<file path="src/rtl/checkout_controller.sv">
// checkout_controller
//   Scan-station sequencer. A rising edge on scan (seen in IDLE) captures the
//   item code and security mark, evaluates them for one cycle, then either
//   counts the item and holds the result, or raises a blinking alarm until
//   the operator acknowledges it.
//
// Ports
//   clk           system clock, rising edge
//   reset_n       asynchronous active-low reset
//   scan          scan request level; a request is its 0->1 transition
//   upc[2:0]      item code, registered with scan
//   marked        item security mark, registered with scan
//   ack           operator acknowledge, only honoured in ALARM
//   total[3:0]    accepted non-stolen items, saturates at 9
//   disc_count    accepted discounted non-stolen items, saturates at 9
//   last_upc      code of the most recently evaluated item
//   last_valid    an item has been evaluated since reset
//   discount_led  most recent item was discounted
//   stolen_led    most recent item was flagged stolen
//   alarm         blinking alarm drive (registered)
//   busy          controller is not IDLE (registered)
//
// state | meaning
// IDLE  | waiting for a scan rising edge
// EVAL  | one cycle: publish item result, update counts
// HOLD  | result held for HOLD_CYCLES cycles, scans dropped
// ALARM | stolen item, alarm blinking until ack

module checkout_controller #(
   parameter int HOLD_CYCLES  = 8,
   parameter int BLINK_CYCLES = 4
) (
   input  logic       clk,
   input  logic       reset_n,
   input  logic       scan,
   input  logic [2:0] upc,
   input  logic       marked,
   input  logic       ack,
   output logic [3:0] total,
   output logic [3:0] disc_count,
   output logic [2:0] last_upc,
   output logic       last_valid,
   output logic       discount_led,
   output logic       stolen_led,
   output logic       alarm,
   output logic       busy
);

   typedef enum logic [1:0] {
      ST_IDLE  = 2'd0,
      ST_EVAL  = 2'd1,
      ST_HOLD  = 2'd2,
      ST_ALARM = 2'd3
   } state_t;

   localparam logic [7:0] HOLD_LOAD  = 8'(HOLD_CYCLES - 1);
   localparam logic [7:0] BLINK_LOAD = 8'(BLINK_CYCLES - 1);
   localparam logic [3:0] COUNT_MAX  = 4'd9;

   state_t     r_state, w_next;
   logic       r_scan_s, r_scan_q, r_first;
   logic [2:0] r_upc_s, r_cap_upc, w_cap_upc;
   logic       r_marked_s, r_cap_marked, w_cap_marked;
   logic [7:0] r_hold, w_hold;
   logic [7:0] r_blink, w_blink;
   logic [3:0] r_total, w_total;
   logic [3:0] r_disc, w_disc;
   logic [2:0] r_last_upc, w_last_upc;
   logic       r_last_valid, w_last_valid;
   logic       r_disc_led, w_disc_led;
   logic       r_stolen_led, w_stolen_led;
   logic       r_alarm, w_alarm;
   logic       r_busy;
   logic       w_req;
   logic       w_is_disc, w_is_stolen;

   // scan/upc/marked are registered first, so a scan sampled high at edge N
   // is recognised at edge N+1 and its result appears at edge N+2.
   assign w_req       = r_scan_s & ~r_scan_q;
   assign w_is_disc   = r_cap_upc[2] | (r_cap_upc[1] & r_cap_upc[0]);
   assign w_is_stolen = ~r_cap_marked & ~r_cap_upc[0] & ~(r_cap_upc[2] & r_cap_upc[1]);

   always_comb begin
      w_next       = r_state;
      w_cap_upc    = r_cap_upc;
      w_cap_marked = r_cap_marked;
      w_hold       = r_hold;
      w_blink      = r_blink;
      w_total      = r_total;
      w_disc       = r_disc;
      w_last_upc   = r_last_upc;
      w_last_valid = r_last_valid;
      w_disc_led   = r_disc_led;
      w_stolen_led = r_stolen_led;
      w_alarm      = r_alarm;
      case (r_state)
         ST_IDLE: begin
            if (w_req) begin
               w_cap_upc    = r_upc_s;
               w_cap_marked = r_marked_s;
               w_next       = ST_EVAL;
            end
         end
         ST_EVAL: begin
            w_last_upc   = r_cap_upc;
            w_last_valid = 1'b1;
            w_disc_led   = w_is_disc;
            w_stolen_led = w_is_stolen;
            if (w_is_stolen) begin
               w_blink = BLINK_LOAD;
               w_alarm = 1'b1;
               w_next  = ST_ALARM;
            end else begin
               if (r_total < COUNT_MAX) w_total = r_total + 4'd1;
               if (w_is_disc && (r_disc < COUNT_MAX)) w_disc = r_disc + 4'd1;
               w_hold = HOLD_LOAD;
               w_next = ST_HOLD;
            end
         end
         ST_HOLD: begin
            if (r_hold == 8'd0) w_next = ST_IDLE;
            else                w_hold = r_hold - 8'd1;
         end
         ST_ALARM: begin
            if (ack) begin
               w_alarm      = 1'b0;
               w_stolen_led = 1'b0;
               w_blink      = 8'd0;
               w_next       = ST_IDLE;
            end else if (r_blink == 8'd0) begin
               w_alarm = ~r_alarm;
               w_blink = BLINK_LOAD;
            end else begin
               w_blink = r_blink - 8'd1;
            end
         end
         default: w_next = ST_IDLE;
      endcase
   end

   always_ff @(posedge clk or negedge reset_n) begin
      if (!reset_n) begin
         r_state      <= ST_IDLE;
         r_scan_s     <= 1'b0;
         r_scan_q     <= 1'b0;
         r_first      <= 1'b1;
         r_upc_s      <= 3'd0;
         r_marked_s   <= 1'b0;
         r_cap_upc    <= 3'd0;
         r_cap_marked <= 1'b0;
         r_hold       <= 8'd0;
         r_blink      <= 8'd0;
         r_total      <= 4'd0;
         r_disc       <= 4'd0;
         r_last_upc   <= 3'd0;
         r_last_valid <= 1'b0;
         r_disc_led   <= 1'b0;
         r_stolen_led <= 1'b0;
         r_alarm      <= 1'b0;
         r_busy       <= 1'b0;
      end else begin
         r_state      <= w_next;
         r_scan_s     <= scan;
         // On the first edge after reset the previous-sample register copies
         // scan itself, so a scan already high at release is not an edge.
         r_scan_q     <= r_first ? scan : r_scan_s;
         r_first      <= 1'b0;
         r_upc_s      <= upc;
         r_marked_s   <= marked;
         r_cap_upc    <= w_cap_upc;
         r_cap_marked <= w_cap_marked;
         r_hold       <= w_hold;
         r_blink      <= w_blink;
         r_total      <= w_total;
         r_disc       <= w_disc;
         r_last_upc   <= w_last_upc;
         r_last_valid <= w_last_valid;
         r_disc_led   <= w_disc_led;
         r_stolen_led <= w_stolen_led;
         r_alarm      <= w_alarm;
         r_busy       <= (w_next != ST_IDLE);
      end
   end

   assign total        = r_total;
   assign disc_count   = r_disc;
   assign last_upc     = r_last_upc;
   assign last_valid   = r_last_valid;
   assign discount_led = r_disc_led;
   assign stolen_led   = r_stolen_led;
   assign alarm        = r_alarm;
   assign busy         = r_busy;

endmodule

</file>
<file path="config.mk">
export PLATFORM = sky130hd
export DESIGN_NAME = checkout_controller
export DESIGN_NICKNAME = d
export VERILOG_FILES = /design/src/rtl/checkout_controller.sv
export SDC_FILE = /design/constraint.sdc
export NUM_CORES = 1
export LEC_CHECK = 0
export BUFFER_PORTS_ARGS = -buffer_cell sky130_fd_sc_hd__clkbuf_2
export CORE_MARGIN = 10
export CORE_UTILIZATION = 40
export DETAILED_ROUTE_END_ITERATION = 12
export MAX_ROUTING_LAYER = met4
export PLACE_DENSITY = 0.56
export SETUP_SLACK_MARGIN = 0.5
export SYNTH_ARGS = -nofsm -noshare
export SYNTH_HDL_FRONTEND = slang
export SYNTH_SLANG_ARGS = --single-unit
export TNS_END_PERCENT = 10
</file>
<file path="constraint.sdc">
create_clock -name clk -period 1.89 [get_ports clk]
set_input_delay 0.2835 -clock clk [delete_from_list [all_inputs] [get_ports clk]]
set_output_delay 0.2835 -clock clk [all_outputs]
set_load 0.01 [all_outputs]
</file>
==> results.ini, run 1 <==
[drt]
viasPerCell=5.059
drt_iter0_markers=86
wl_met3_um=166
wl_met2_um=2182
drt-wirelength-per-cell_um=14.78
ant_nets=0
wirelength_um=4492
drc=0
vias=1538
top_layer=met4
wirelength_met1_um=2118
drtPass1Iterations=5

[finish]
layout.nets=249
layout_common_cells=dfrtp_1 (40), clkbuf_2 (23), buf_4 (17), nor2_1 (16), nand2_1 (12)
layout_commonest_cell=dfrtp_1
final_util_pct=52.14
syn_to_final_growth_pct=27.41
diodes=0
stdcell_area_um2=2646
drive_gt1_share_pct=36.75

[floorplanning]
placementRows=26
die_w_um=92.06
initial_core_util_pct=40.93
ios=24
die_y_um=92.06
fp.dieArea_um2=8475
core-area_um2=5075

[sta]
rsz0062_at_grt=true
post-route-period-util_pct=91.82
whs_ps=56.21
finClkSkew_ps=8.282
drv_slew=0
worst_pin_slew_ps=565.4
hold_viol_final=0
setup_viol=0
tns_ps=0
relSlewSlack_pct=62.31
layout_setup_ws_ps=154.6
final.min_clock_period_ps=1735
fmax_mhz=576.2

[clock_network]
cts.sinks=45
ctsRootBufferMaster=clkbuf_8
tritoncts=done
clk_pin_slew_ps=90
clock_latency_ps=300
cts_buffer_depth=2
hold_buffers=0
h-tree-depth=2
cts_buffers=5

[hold_path]
hold_class=in2async

[synthesis]
syn_nets=203
netlist_area_um2=2077
synth_area_leaders=dfrtp_1 (53%), mux2_2 (4.9%), ha_1 (4.8%)
synth_flop_cell=dfrtp_1
ys_ff_latch=45
ys_seq_area_share_pct=54.28
syn_area_per_cell_um2=11.11
synth_edf_count=0
yosysTopAreaCell=dfrtp_1
yosysTopAreaCellShare_pct=53.01
ys_types=43
yosysWarnings=0
syn_inst=187
async_flop_share_pct=100.0

[critical_path]
cp-end-kind=flop
r2r_slack_ps=150
crit_type=reg2reg
cp.arrival_ps=1930
crit_required_ps=2080
start_kind=flop
cp_max_fo=8

[global_route]
grt_max_degree=46
grt_first_pass_wirelength_um=7783
grtUsageTotal_pct=11.47
antenna_found_initial=0
grt_pass1_vias=1608
grt_remaining_overflow=0

[placed_design]
gp_congestion=0.8344
dpl_worst_slack_ps=172.1
hpwl_um=3063
place_area_um2=2342
io_buffers=23

[flow_run]
drv_cap=0

[pwr]
p_leak_nw=1.210
peakVddDrop_mv=0.6278
power_density_nw_per_um2=1622

[outcome]
status=finished clean

## routing by layer
| layer | track usage [%] | vias to the layer above |
|---|---|---|
| met4 | 3.856 | 0 |
| met5 | - | - |
| met3 | 3.504 | 2 |
| met1 | 13.85 | 757 |
| li1 | - | 752 |
| met2 | 17.82 | 27 |
## repair_timing
action                                  4_1_cts  5_1_grt
endpoints found under the setup margin       25       33
buffers inserted                             10        2
pin swaps                                     6        4
gates resized for setup                      16        8
## power breakdown
group | leakage [nW] | switching (mW) | internal, mW | total, mW
clock network | 0.0681 | 0.331 | 0.525 | 0.857
registers | 0.553 | 0.356 | 1.31 | 1.67
logic | 0.589 | 0.906 | 0.861 | 1.77
total | 1.21 | 1.59 | 2.70 | 4.29
## per-stage QoR
| stage | instances | power (mW) |
|---|---|---|
| finish | 304 | 4.294 |
| global route | 304 | 4.630 |
| CTS | 302 | 4.232 |
| detailed placement | 284 | 3.162 |
| global placement | 284 | 3.095 |
| floorplan | 187 | 2.656 |
## path summary, 6_finish.rpt
kind	cells past startpoint	startpoint	end
min reg2reg	1	r_upc_s[2]	r_cap_upc[2]
max in group asynchronous	2	reset_n	r_cap_upc[0]
max	4	r_hold[2]	r_hold[2]
min	2	reset_n	r_state[1]
min in group clk	1	marked	r_marked_s
max reg2reg	4	r_hold[2]	r_hold[2]
## worst max-delay path, cell delays in order, from the launching register on
cell and delay [ps]:
dfrtp_2 480, or4_4 540, o211ai_1 350, xor2_1 190, nand2_1 70
## final cells by class
| class | count | area [um^2] |
|---|---|---|
| Fill cell | 443 | 2429 |
| Sequential cell | 45 | 1132 |
| Multi-Input combinational cell | 126 | 963.4 |
| Timing Repair Buffer | 44 | 287.8 |
| Tap cell | 70 | 87.58 |
| Clock buffer | 5 | 68.82 |
| Clock inverter | 3 | 65.06 |
| Inverter | 11 | 41.29 |
## cells in the mapped netlist (2+ instances only)
library cell and count:
mux2i_1 3, nor2b_1 2, nand4_1 2, nand3_1 2, o311ai_0 2, nand2b_1 8, nor4_1 2, inv_1 11
xnor2_1 3, mux2_2 9, o21ai_0 12, o211ai_1 4, xor2_1 5, nor3_1 2, a21oi_1 9, clkbuf_1 4
nor2_1 17, nand2_1 12, ha_1 8, dfrtp_1 44, o41ai_1 4
## logic make-up after synthesis
group | Yosys count | share of synthesized area, %
flip-flops | 45 | 54.28
XOR/XNOR | 8 | 3.374
other | 1 | 0.1805
AND/OR/NAND/NOR | 56 | 13.74
adder cells (fa/ha/maj) | 8 | 4.819
AO/OA/AOI/OAI | 41 | 14.34
multiplexers | 12 | 6.325
buffers and inverters | 16 | 2.951
## flip-flops by register name, summed over array words and instances (netlist names), 2 cells and up
| register | count |
|---|---|
| disc_count | 4 |
| last_upc | 3 |
| r_blink | 8 |
| r_cap_upc | 3 |
| r_hold | 8 |
| r_state | 2 |
| r_upc_s | 3 |
| total | 4 |
Note: power is estimated with default switching activity, not from simulation.
==> inputs of run 2 (changes only) <==
--- a/config.mk
+++ b/config.mk
@@ -6,11 +6,12 @@
 export NUM_CORES = 1
 export LEC_CHECK = 0
 export BUFFER_PORTS_ARGS = -buffer_cell sky130_fd_sc_hd__clkbuf_2
-export CORE_MARGIN = 10
-export CORE_UTILIZATION = 40
+export CORE_MARGIN = 5
+export CORE_UTILIZATION = 60
+export CTS_BUF_LIST = sky130_fd_sc_hd__clkbuf_4 sky130_fd_sc_hd__clkbuf_8
 export DETAILED_ROUTE_END_ITERATION = 12
 export MAX_ROUTING_LAYER = met4
-export PLACE_DENSITY = 0.56
+export PLACE_DENSITY = 0.8
 export SETUP_SLACK_MARGIN = 0.5
 export SYNTH_ARGS = -nofsm -noshare
 export SYNTH_HDL_FRONTEND = slang
==> run 2 against run 1 <==
  * Global-route usage is 13 points higher
  * First-iteration DRC count increased by 37%
  * Clock skew is 2.5 ps higher
  * Critical path depth is 3 higher
  * Count of clock-buffer cells in the layout stayed put
  * Clock power is 15% lower
  * Design area decreased by 1.1%
==> results.ini, run 2 (synthesis gave the netlist of run 1 again) <==
[critical_path]
cp_max_fo=5  ; -3
crit_path_end=r_hold[2]
cp_num_buf_inv=2  ; +2
reg2reg_depth=7  ; +3
max_stage_delay_ps=420  ; -120 ps
crit_type=reg2reg
regToRegStartpoint=r_hold[0]
worstPathCellList=inv_2 -> ha_4 -> or3b_4 -> o211ai_1 -> buf_4 -> xor2_1 -> nand2_1
start_kind=flop
crit_required_ps=2170  ; +90 ps
critPathLaunch=r_hold[0]
critPathTopFamily=simple AND/OR/NAND/NOR gates
path_depth=7  ; +3
cp-end-kind=flop
cp.arrival_ps=2020  ; +90 ps
r2r_slack_ps=150  ; about the same
cp_slowest_cell=dfrtp_1
r2r_end=r_hold[2]

[drt]
drt_iter0_markers=118  ; +37%
viasPerCell=5.794  ; +15%
drc=0  ; unchanged
ant_nets=0  ; unchanged
vias=1657  ; +7.7%
drt-wirelength-per-cell_um=16.29  ; +10%
drtPass1Iterations=4  ; -1
wirelength_um=4659  ; +3.7%

[placed_design]
dp.cells=260  ; -8.5%
hpwl_um=2928  ; -4.4%
gp_congestion=0.8813  ; +5.6%
io_buffers=23  ; unchanged

[floorplanning]
initial_core_util_pct=62.24  ; +21 points
fp.dieArea_um2=4738  ; -44%
core-area_um2=3337  ; -34%
ios=24  ; unchanged
die_y_um=68.84  ; -25%
die_w_um=68.84  ; -25%
placementRows=21  ; -19%

[finish]
diodes=0  ; unchanged
fin_cells=286  ; -5.9%
layout.nets=255  ; +2.4%
drive_gt1_share_pct=37.50  ; +0.75 points
fillers=217  ; -51%
reg_top3=r_blink: 8 flops, r_hold: 8 flops
syn_to_final_growth_pct=25.96
layout_commonest_cell=dfrtp_1
layout_common_cells=dfrtp_1 (40), buf_4 (25), clkbuf_2 (23), nor2_1 (16)

[sta]
worst_pin_slew_ps=551.8  ; -13.55 ps
fmax_mhz=574.4  ; -0.32%
relSlewSlack_pct=63.21  ; +0.90 points
post-route-period-util_pct=92.12  ; +0.29 points
finClkSkew_ps=10.76  ; +2.483 ps
drv_slew=0  ; unchanged
whs_ps=18.12  ; -38.09 ps
setup_viol=0  ; unchanged
rsz0062_at_grt=true
hold_viol_final=0  ; unchanged
final.min_clock_period_ps=1741  ; +5.528 ps
tns_ps=0  ; unchanged

[global_route]
antenna_found_initial=0  ; unchanged
use_met2_pct=38.38  ; +21 points
grtUsageTotal_pct=24.34  ; +13 points
top_usage_layer=met2
grt_max_degree=46  ; unchanged
grt_remaining_overflow=0  ; unchanged
grt_pass1_vias=1714  ; +6.6%
grtUsageMet1_pct=30.59  ; +17 points
grt_first_pass_wirelength_um=8114  ; +4.3%
grt_use_met3_pct=4.214  ; +0.71 points

[clock_network]
h-tree-depth=2  ; unchanged
clk_pin_slew_ps=140  ; +50 ps
cts_buffer_depth=2  ; unchanged
ctsRootBufferMaster=clkbuf_4
tritoncts=done
cts_buffers=5  ; unchanged
clock_latency_ps=370  ; +70 ps
cts.sinks=45  ; unchanged

[hold_path]
hold_depth=1
hold_class=in2reg

[pwr]
p_leak_nw=1.217  ; +0.56%
peakVddDrop_mv=0.8946  ; +43%
power_density_nw_per_um2=1644  ; +1.3%

[outcome]
status=finished clean

[flow_run]
drv_cap=0  ; unchanged

## run 2: how the worst min path moves through the flow
stage,startpoint,end
2_1_floorplan,reset_n,alarm
3_3_place_gp,reset_n,r_blink[2]
3_5_place_dp,reset_n,r_blink[1]
4_1_cts,upc[1],r_upc_s[1]
5_1_grt,upc[0],r_upc_s[0]
6_report,upc[0],r_upc_s[0]
## run 2: report_power, final
part           switching [mW]  internal, mW  leakage [nW]
Sequential              0.356          1.32         0.553
Clock                   0.320         0.409        0.0552
Combinational           0.982         0.913         0.609
Total                    1.66          2.64          1.22
## run 2: final cells by class
type	instances	area, um^2	area share [%]
Clock inverter	3	65.06	2.487
Timing Repair Buffer	50	322.8	12.34
Multi-Input combinational cell	126	959.7	36.68
Clock buffer	5	37.54	1.435
Inverter	11	41.29	1.578
Sequential cell	45	1132	43.28
Tap cell	46	57.56	2.200
## run 2: what timing repair did
| action | in CTS | in global routing |
|---|---|---|
| hold endpoints to repair | 33 | 1 |
| hold buffers | 1 | 1 |
| pin swaps | 5 | 3 |
| setup endpoints to repair | 32 | 36 |
| setup buffers | 16 | 0 |
| cloned | 0 | 0 |
| gates resized for setup | 16 | 5 |
## run 2: metrics by stage
stage | utilization (%) | power (mW) | cell area (um^2) | setup WS, ps
after floorplan | - | 2.656 | 2096 | 226.4
after global placement | 69.29 | 3.047 | 2312 | 241.5
after detailed placement | 69.29 | 3.173 | 2312 | 151.6
after CTS | 77.50 | 4.203 | 2586 | 259.2
after global routing | 78.40 | 4.621 | 2616 | 63.15
final | 78.40 | 4.301 | 2616 | 149.0
## run 2: per-layer routing
metal / wire, um / vias up / part of all wire, %
li1: - / 769 / -
met1: 2028 / 820 / 44
met2: 2295 / 52 / 49
met3: 213 / 16 / 4.6
met4: 121 / 0 / 2.6
met5: 0 / - / 0
==> inputs of run 3 (changes only) <==
--- a/config.mk
+++ b/config.mk
@@ -6,12 +6,14 @@
 export NUM_CORES = 1
 export LEC_CHECK = 0
 export BUFFER_PORTS_ARGS = -buffer_cell sky130_fd_sc_hd__clkbuf_2
+export CELL_PAD_IN_SITES_DETAIL_PLACEMENT = 1
+export CELL_PAD_IN_SITES_GLOBAL_PLACEMENT = 1
 export CORE_MARGIN = 5
-export CORE_UTILIZATION = 60
+export CORE_UTILIZATION = 51
 export CTS_BUF_LIST = sky130_fd_sc_hd__clkbuf_4 sky130_fd_sc_hd__clkbuf_8
 export DETAILED_ROUTE_END_ITERATION = 12
 export MAX_ROUTING_LAYER = met4
-export PLACE_DENSITY = 0.8
+export PLACE_DENSITY = 0.84
 export SETUP_SLACK_MARGIN = 0.5
 export SYNTH_ARGS = -nofsm -noshare
 export SYNTH_HDL_FRONTEND = slang
==> constraint.sdc (replaced) <==
create_clock -name clk -period 2.1 [get_ports clk]
set_input_delay 0.315 -clock clk [delete_from_list [all_inputs] [get_ports clk]]
set_output_delay 0.315 -clock clk [all_outputs]
set_load 0.01 [all_outputs]
==> run 3 against run 2 <==
  * Sequential power shrank 9%
  * Hold slack better by 20 ps
  * Global-route usage is 2.1 points lower
  * Clock power fell by 24%
  * Count of clock-buffer cells in the layout increased by 2
  * Total power shrank 12%
  * Critical endpoint is now r_hold[0]
  * Largest cell class unchanged
==> results.ini, run 3 (synthesis gave the netlist of run 1 again) <==
[clock_network]
ctsRootBufferMaster=clkbuf_8
cts.sinks=45  ; unchanged
clock_latency_ps=300  ; -70 ps
tritoncts=done
h-tree-depth=2  ; unchanged
clk_pin_slew_ps=80  ; -60 ps
cts_buffers=5  ; unchanged
cts_buffer_depth=2  ; unchanged
hold_buffers=0  ; -1

[finish]
multi_input_area_um2=970.9  ; +1.2%
layout_common_cells=dfrtp_1 (39), clkbuf_2 (23), nor2_1 (17), buf_4 (16), nand2_1 (12)
layout.nets=245  ; -3.9%
syn_to_final_growth_pct=22.53
diodes=0  ; unchanged
stdcell_area_um2=2545  ; -2.7%
layout_commonest_cell=dfrtp_1
drive_gt1_share_pct=34.06  ; -3.4 points
reg_top3=r_blink: 8 flops, r_hold: 8 flops
final_util_pct=64.08  ; -14 points
regArea_um2=1134  ; +0.11%
fillers=424  ; +95%

[global_route]
grt_first_pass_wirelength_um=8769  ; +8.1%
grtUsageTotal_pct=22.22  ; -2.1 points
grt_remaining_overflow=0  ; unchanged
grt_max_degree=29  ; -37%
antenna_found_initial=0  ; unchanged
grt_pass1_vias=1744  ; +1.8%

[sta]
tns_ps=0  ; unchanged
hold_viol_final=0  ; unchanged
fmax_mhz=577.9  ; +0.62%
worst_pin_slew_ps=688.5  ; +136.7 ps
post-route-period-util_pct=82.39  ; -9.7 points
setup_viol=0  ; unchanged
finClkSkew_ps=12.40  ; +1.632 ps
rsz0062_at_grt=true
final.min_clock_period_ps=1730  ; -10.71 ps
whs_ps=38.19  ; +20.07 ps
layout_setup_ws_ps=369.7  ; +220.7 ps
drv_slew=0  ; unchanged
relSlewSlack_pct=54.10  ; -9.1 points

[drt]
drt-wirelength-per-cell_um=19.70  ; +21%
wirelength_um=5496  ; +18%
drt_iter0_markers=138  ; +17%
vias=1617  ; -2.4%
drc=0  ; unchanged
viasPerCell=5.796  ; about the same
drtPass1Iterations=4  ; unchanged
ant_nets=0  ; unchanged

[floorplanning]
die_y_um=73.82  ; +7.2%
ios=24  ; unchanged
core-area_um2=3971  ; +19%
placementRows=23  ; +9.5%
die_w_um=73.82  ; +7.2%
initial_core_util_pct=52.30  ; -9.9 points
fp.dieArea_um2=5449  ; +15%

[critical_path]
crit_required_ps=2250  ; +80 ps
path_depth=6  ; -1
max_stage_delay_ps=420  ; about the same
worstPathCellList=inv_2 -> ha_4 -> or3b_4 -> or2_2 -> nand2_1 -> o211ai_1
r2r_slack_ps=370  ; +220 ps
critPathTopFamily=simple AND/OR/NAND/NOR gates
cp-end-kind=flop
cp_num_buf_inv=1  ; -1
start_kind=flop
cp_slowest_cell=dfrtp_1
crit_path_end=r_hold[0]
cp.arrival_ps=1880  ; -140 ps
crit_type=reg2reg
critPathLaunch=r_hold[0]
regToRegStartpoint=r_hold[0]
reg2reg_depth=6  ; -1
r2r_end=r_hold[0]
cp_max_fo=5  ; unchanged

[pwr]
p_leak_nw=1.171  ; -3.8%
power_density_nw_per_um2=1493  ; -9.2%
p_int_mw=2.227  ; -16%
combPwrFrac_pct=45.2  ; +1.1 points
swShare_pct=41.38  ; +2.8 points
peakVddDrop_mv=0.7059  ; -21%
p_sw_mw=1.572  ; -5.2%
power_frac_seq_pct=40.3  ; +1.3 points
power.clock.fraction_pct=14.5  ; -2.5 points

[placed_design]
hpwl_um=3548  ; +21%
io_buffers=23  ; unchanged
dpl_worst_slack_ps=224.4  ; +72.84 ps
place_area_um2=2287  ; -1.1%
gp_congestion=0.8181  ; -7.2%

[hold_path]
hold_class=in2async

[flow_run]
drv_cap=0  ; unchanged

[outcome]
status=finished clean

run 3: cell types whose count changed in the layout (fill, tap and decap cells not counted), sizes merged:
cell	delta
dlygate4sd3	-2
bufinv	-2
buf	-8
clkbuf	+2
clkinv	-1
run 3: repair_timing:
item / CTS / global route
pin swaps: 2 / 5
setup buffers: 5 / 7
gates resized for setup: 10 / 10
endpoints found under the setup margin: 24 / 24
run 3: through the flow:
stage               total power [mW]  instances
floorplan                      2.386        187
global placement               2.722        260
detailed placement             2.876        260
CTS                            3.575        272
global route                   4.039        279
finish                         3.798        279
run 3: worst min path at each step:
stage,start,endpoint,slack [ps],cells after the start
after floorplan,reset_n,alarm,20,0
after CTS,reset_n,r_state[1],80,1
final,reset_n,r_blink[1],40,1
after global placement,reset_n,r_blink[1],370,1
after detailed placement,reset_n,r_blink[1],400,1
after global routing,reset_n,disc_count[3],110,1
run 3: layout make-up:
type,instances,share of cell area (%)
clock buffers,7,3.540
inverters,11,1.622
multi-input cells,126,38.15
flip-flops and latches,45,44.54
well taps,50,2.458
repair buffers,40,9.685
run 3: power groups by stage:
stage               Clock [mW]  Sequential (mW)  Combinational, mW
floorplan                    0             1.49              0.892
global placement             0             1.50               1.22
detailed placement           0             1.55               1.33
CTS                      0.557             1.51               1.51
global route             0.596             1.57               1.87
finish                   0.551             1.53               1.72
run 3: metal layers:
metal | routed length, um | GRT usage [%]
met1 | 2273 | 25.96
met2 | 2926 | 37.30
met3 | 154 | 3.830
met4 | 142 | 9.859
met5 | 0 | -
